File: src/rtl/register_file_if.sv
// Register-file port bundle: two write ports, two read ports, status outputs.
interface register_file_if;
  logic [1:0]  write;
  logic [31:0] wr1;
  logic [4:0]  wa1;
  logic [31:0] wr2;
  logic [4:0]  wa2;
  logic [4:0]  ra1;
  logic [4:0]  ra2;
  logic        re;
  logic [31:0] r1;
  logic [31:0] r2;
  logic        werr;
  logic [15:0] wcnt;

  modport master (
    output write, wr1, wa1, wr2, wa2, ra1, ra2, re,
    input  r1, r2, werr, wcnt
  );

  modport slave (
    input  write, wr1, wa1, wr2, wa2, ra1, ra2, re,
    output r1, r2, werr, wcnt
  );
endinterface

File: src/rtl/register_file.sv
// 32x32 register file with two write ports, two registered read ports and
// write-through bypass, sticky illegal-encoding flag and saturating write count.
module register_file (
  input  logic           clk,
  input  logic           rst,
  register_file_if.slave bus
);

  localparam int unsigned DEPTH = 32;
  localparam int unsigned DW    = 32;
  localparam int unsigned CW    = 16;

  logic [DW-1:0] mem [DEPTH];
  logic [DW-1:0] r1_q;
  logic [DW-1:0] r2_q;
  logic          werr_q;
  logic [CW-1:0] wcnt_q;

  logic          we1_c;
  logic          we2_c;
  logic          bad_c;
  logic [1:0]    inc_c;
  logic [CW:0]   sum_c;
  logic [CW-1:0] wcnt_nxt_c;
  logic [DW-1:0] rd1_c;
  logic [DW-1:0] rd2_c;

  // Decode write encoding and compute the saturating count update.
  always_comb begin
    we1_c = 1'b0;
    we2_c = 1'b0;
    bad_c = 1'b0;
    case (bus.write)
      2'b01:   we1_c = 1'b1;
      2'b11: begin
        we1_c = 1'b1;
        we2_c = 1'b1;
      end
      2'b10:   bad_c = 1'b1;
      default: ;
    endcase

    inc_c = 2'd0;
    if (we2_c)      inc_c = (bus.wa1 == bus.wa2) ? 2'd1 : 2'd2;
    else if (we1_c) inc_c = 2'd1;

    sum_c      = 17'(wcnt_q) + 17'(inc_c);
    wcnt_nxt_c = sum_c[CW] ? {CW{1'b1}} : sum_c[CW-1:0];
  end

  // Read muxes with bypass: port-2 write data beats port-1, which beats storage.
  always_comb begin
    rd1_c = mem[bus.ra1];
    if (we2_c && (bus.wa2 == bus.ra1))      rd1_c = bus.wr2;
    else if (we1_c && (bus.wa1 == bus.ra1)) rd1_c = bus.wr1;

    rd2_c = mem[bus.ra2];
    if (we2_c && (bus.wa2 == bus.ra2))      rd2_c = bus.wr2;
    else if (we1_c && (bus.wa1 == bus.ra2)) rd2_c = bus.wr1;
  end

  always_ff @(posedge clk) begin
    if (!rst) begin
      for (int i = 0; i < DEPTH; i++) mem[i] <= '0;
      r1_q   <= '0;
      r2_q   <= '0;
      werr_q <= 1'b0;
      wcnt_q <= '0;
    end else begin
      // Port 2 is assigned last so it wins when both ports hit one entry.
      if (we1_c) mem[bus.wa1] <= bus.wr1;
      if (we2_c) mem[bus.wa2] <= bus.wr2;
      if (bus.re) begin
        r1_q <= rd1_c;
        r2_q <= rd2_c;
      end
      if (bad_c) werr_q <= 1'b1;
      wcnt_q <= wcnt_nxt_c;
    end
  end

  assign bus.r1   = r1_q;
  assign bus.r2   = r2_q;
  assign bus.werr = werr_q;
  assign bus.wcnt = wcnt_q;

endmodule

File: src/flat_wrapper.sv
// flat-port wrapper written by rule: the top's interface ports become plain ports
module register_file_flat 
  (clk, rst, bus_write, bus_wr1, bus_wa1, bus_wr2, bus_wa2, bus_ra1, bus_ra2, bus_re, bus_r1, bus_r2, bus_werr, bus_wcnt);
  register_file_if bus_i ();
  input  logic clk;
  input  logic rst;
  input wire logic [$bits(bus_i.write)-1:0] bus_write;
  input wire logic [$bits(bus_i.wr1)-1:0] bus_wr1;
  input wire logic [$bits(bus_i.wa1)-1:0] bus_wa1;
  input wire logic [$bits(bus_i.wr2)-1:0] bus_wr2;
  input wire logic [$bits(bus_i.wa2)-1:0] bus_wa2;
  input wire logic [$bits(bus_i.ra1)-1:0] bus_ra1;
  input wire logic [$bits(bus_i.ra2)-1:0] bus_ra2;
  input wire logic [$bits(bus_i.re)-1:0] bus_re;
  output wire logic [$bits(bus_i.r1)-1:0] bus_r1;
  output wire logic [$bits(bus_i.r2)-1:0] bus_r2;
  output wire logic [$bits(bus_i.werr)-1:0] bus_werr;
  output wire logic [$bits(bus_i.wcnt)-1:0] bus_wcnt;
  assign bus_i.write = bus_write;
  assign bus_i.wr1 = bus_wr1;
  assign bus_i.wa1 = bus_wa1;
  assign bus_i.wr2 = bus_wr2;
  assign bus_i.wa2 = bus_wa2;
  assign bus_i.ra1 = bus_ra1;
  assign bus_i.ra2 = bus_ra2;
  assign bus_i.re = bus_re;
  assign bus_r1 = bus_i.r1;
  assign bus_r2 = bus_i.r2;
  assign bus_werr = bus_i.werr;
  assign bus_wcnt = bus_i.wcnt;
  register_file u_core (.clk(clk), .rst(rst), .bus(bus_i));
endmodule
File: config.mk
export PLATFORM = sky130hd
export DESIGN_NAME = register_file_flat
export DESIGN_NICKNAME = d
export VERILOG_FILES = /design/src/rtl/register_file_if.sv /design/src/rtl/register_file.sv /design/src/flat_wrapper.sv
export SDC_FILE = /design/constraint.sdc
export NUM_CORES = 2
export LEC_CHECK = 0
export ABC_CLOCK_PERIOD_IN_PS = 10000
export CAP_MARGIN = 20
export CORE_UTILIZATION = 30
export CTS_CLUSTER_DIAMETER = 60
export CTS_CLUSTER_SIZE = 28
export DETAILED_ROUTE_END_ITERATION = 16
export DONT_BUFFER_PORTS = 1
export PLACE_DENSITY = 0.53
export SLEW_MARGIN = 10
export SYNTH_ARGS = -nofsm -noshare
export SYNTH_HDL_FRONTEND = slang
export SYNTH_SLANG_ARGS = --single-unit
File: constraint.sdc
create_clock -name clk -period 10 [get_ports clk]
set_input_delay 2 -clock clk [delete_from_list [all_inputs] [get_ports clk]]
set_output_delay 2 -clock clk [all_outputs]
set_load 0.05 [all_outputs]
==> impl_metrics.env <==
export IMPL_avgSynthCellArea_um2=9.838
export IMPL_core_area_um2=220400
export IMPL_r2r_cells=8
export IMPL_placed_cell_area_um2=69090
export IMPL_drc=0
export IMPL_grt_pass1_wl_mm=402.8
export IMPL_antenna_found_initial=4
export IMPL_max_cap_viol_count=0
export IMPL_setup_tns_ns=0
export IMPL_leakage_uw=0.02480
export IMPL_end_kind="flip-flop"
export IMPL_synth_warnings=0
export IMPL_whs_path_depth=2
export IMPL_via_per_inst=6.000
export IMPL_finalSetupViolCount=0
export IMPL_finalHoldViolCount=0
export IMPL_vias=55650
export IMPL_hold_path_class="flip-flop to flip-flop"
export IMPL_critPathMaxFanout=14
export IMPL_finalClockSkew_ns=0.04433
export IMPL_clkTransAtPathRegs_ns=0.08
export IMPL_cts_num_sinks=1105
export IMPL_grt_pass1_vias=52140
export IMPL_worstMarginPinSlew_ns=1.356
export IMPL_nets=6315
export IMPL_grt_total_usage=0.2500
export IMPL_p_per_area_nw_per_um2=152.3
export IMPL_cts_setup_buffers=0
export IMPL_final_cell_mix="nand2_1, edfxtp_1, nand3_1"
export IMPL_worstPathCellList="xor2_1 -> nor3_1 -> a31oi_1 -> buf_4 -> nor2b_1 -> ha_1 -> inv_1 -> fa_1 -> nand3b_1 -> nor4_1 -> nand3_1 -> nand4_1 -> and3_1"
export IMPL_dr_pass1_iters=6
export IMPL_ctsHoldBuffers=0
export IMPL_finalInstanceArea_um2=72870
export IMPL_ys_async_sr_fraction=0
export IMPL_clock_path_buffers=3
export IMPL_die_y_um=473.7
export IMPL_yosysUniqueCellTypes=52
export IMPL_place_hpwl_mm=168.3
export IMPL_reg2reg_to="u_core.bus.wcnt[15]"
export IMPL_layout_min_cycle_time_ns=4.911
export IMPL_synth_seq_cells=1105
export IMPL_worstSkewPairLatency_ns=0.79
export IMPL_grt_max_degree=295
export IMPL_crit_path_top_delay_cell="nor4_1"
export IMPL_required_ns=10.70
export IMPL_ant_nets=0
export IMPL_cts_root_buffer="clkbuf_16"
export IMPL_drive_above_1_share=0.1401
export IMPL_io_buffers=0
export IMPL_hold_path_startpoint="u_core.bus.r1[2]"
export IMPL_routabilityCongestion=0.9088
export IMPL_area_growth_syn_to_layout_pct=9.188
export IMPL_fillCellCount=22110
export IMPL_vdd_drop_max_mv=0.1261
export IMPL_synth_main_ff_cell="edfxtp_1"
export IMPL_die_area_um2=224400
export IMPL_die_w_um=473.7
export IMPL_worstPathArrival_ns=5.61
export IMPL_ioPinCount=170
export IMPL_tritoncts="done"
export IMPL_htreeDepth=3
export IMPL_synth_edff_count=1024
export IMPL_outcome="completed"
export IMPL_routed_wl_mm=289.4
export IMPL_num_rows=172
export IMPL_finalCritPeriodShare=0.4911
export IMPL_wl_per_cell_um=31.20
export IMPL_timing_rr_start="u_core.bus.wcnt[0]"
export IMPL_grt_overflow=0
export IMPL_syn_nets=6876
export IMPL_crit_type="input port to flip-flop"
export IMPL_ys_seq_area_frac=0.4850
export IMPL_numCtsBuffers=107
export IMPL_rsz0062_at_grt="no"
export IMPL_min_to="u_core.bus.r1[2]"
export IMPL_slew_headroom=0.09599
export IMPL_start_util=0.3029
export IMPL_cts_resized=0
export IMPL_synthCells=6784
export IMPL_reg2reg_slack_ns=6.69
export IMPL_drtIter0Drc=8125
export IMPL_max_stage_delay_ns=0.57
export IMPL_critPathLaunchType="input port"
export IMPL_layout_commonest_cell="nand2_1"
export IMPL_slew_violations=0
export IMPL_fmax_ghz=0.2036
export IMPL_netlist_area_um2=66740
sequential cells by signal, indices dropped and copies added, names as in the netlist:
| name | cells |
|---|---|
| u_core.bus.r2 | 32 |
| u_core.bus.wcnt | 16 |
| u_core.bus.r1 | 32 |
| u_core.mem | 1024 |
| u_core.bus.werr | 1 |
through the flow:
step	setup slack, ns	utilization	std cells	total power [uW]	hold WS, ns
finish	5.089	0.3307	9275	11100	0.7447
global route	4.850	0.3307	9273	11330	0.7676
CTS	5.037	0.3305	9271	11080	0.7483
detailed placement	4.254	0.3135	9070	6705	0.7371
global placement	4.216	0.3132	9066	6683	0.7335
floorplan	5.021	-	6784	6498	0.6758
per-layer routing:
metal / up-vias / global-route usage / routed length [um]
met5: - / 0 / 0
li1: 23490 / - / -
met2: 4009 / 0.3738 / 125800
met3: 730 / 0.06357 / 35000
met1: 27420 / 0.3243 / 109100
met4: 0 / 0.1498 / 19500
cells by family after synthesis:
family / share of synthesized area
and+or+nand+nor: 0.1866
DFF: 0.4850
AOI/OAI and AO/OA: 0.09570
buffers and inverters: 0.05000
muxes: 0.1773
xor gates and xnor gates: 0.004593
adders and majority gates: 0.0006749
power breakdown:
part | switching (uW) | internal, uW | total [uW] | leakage, uW
clock network | 2220 | 2230 | 4450 | 0.00183
logic | 573 | 474 | 1050 | 0.0126
registers | 286 | 5320 | 5600 | 0.0104
total | 3080 | 8020 | 11100 | 0.0248
critical path, delay by kind of cell:
| family | cells | cell delay [ns] |
|---|---|---|
| xor gates and xnor gates | 1 | 0.14 |
| buffers and inverters | 2 | 0.35 |
| and+or+nand+nor | 7 | 2.12 |
| adders and majority gates | 2 | 0.63 |
| AOI/OAI and AO/OA | 1 | 0.37 |
cell usage after synthesis, types with 3 or more instances:
cell | number | area share
nand2_1 | 2195 | 0.12
edfxtp_1 | 1024 | 0.46
clkbuf_1 | 640 | 0.036
nand3_1 | 588 | 0.044
o21ai_0 | 498 | 0.037
mux2i_1 | 332 | 0.050
mux4_2 | 319 | 0.11
o22ai_1 | 158 | 0.015
a22oi_1 | 125 | 0.014
mux2_2 | 118 | 0.020
nor2_1 | 111 | 0.0062
buf_2 | 90 | 0.0067
dfxtp_1 | 81 | 0.024
a221oi_1 | 65 | 0.0085
buf_1 | 55 | 0.0031
o221ai_1 | 48 | 0.0063
a21oi_1 | 36 | 0.0027
o2111ai_1 | 32 | 0.0042
or4_1 | 32 | 0.0036
a211oi_1 | 31 | 0.0035
nand3b_1 | 25 | 0.0028
o21ai_1 | 25 | 0.0019
xnor2_1 | 19 | 0.0025
xor2_1 | 16 | 0.0021
buf_4 | 15 | 0.0017
buf_6 | 13 | 0.0022
a21boi_0 | 12 | 0.0013
nor2b_1 | 11 | 0.0010
and3_1 | 7 | 0.00066
nor3_1 | 7 | 0.00052
inv_1 | 5 | 0.00028
nor3b_1 | 5 | 0.00056
or3_1 | 5 | 0.00047
or3b_2 | 5 | 0.00066
and2_1 | 4 | 0.00037
nand2b_1 | 4 | 0.00037
nand4_1 | 4 | 0.00037
nor4_1 | 3 | 0.00028
worst max path at each step:
stage                           from                   to  slack, ns  cells past startpoint
after floorplan           bus_wa1[2]    u_core.mem[10][0]       5.02                      4
after global placement    bus_wa2[0]  u_core.bus.wcnt[15]       4.22                     13
after detailed placement  bus_wa2[0]  u_core.bus.wcnt[15]       4.25                     13
after CTS                 bus_wa2[0]  u_core.bus.wcnt[15]       5.04                     13
after global routing      bus_wa2[0]  u_core.bus.wcnt[15]       4.85                     13
final                     bus_wa2[0]  u_core.bus.wcnt[15]       5.09                     13
layout make-up:
class                   instances  area (um2)  share of cell area
diodes                          2       5.005          0.00006868
inverters                       5       18.77           0.0002575
well taps                    2958        3701             0.05079
multi-input cells            4861       31890              0.4377
clock inverters                88        1012             0.01389
flip-flops and latches       1105       32370              0.4442
clock buffers                 113        2723             0.03736
repair buffers                143        1149             0.01576
Power figures use the tool's default switching activity.
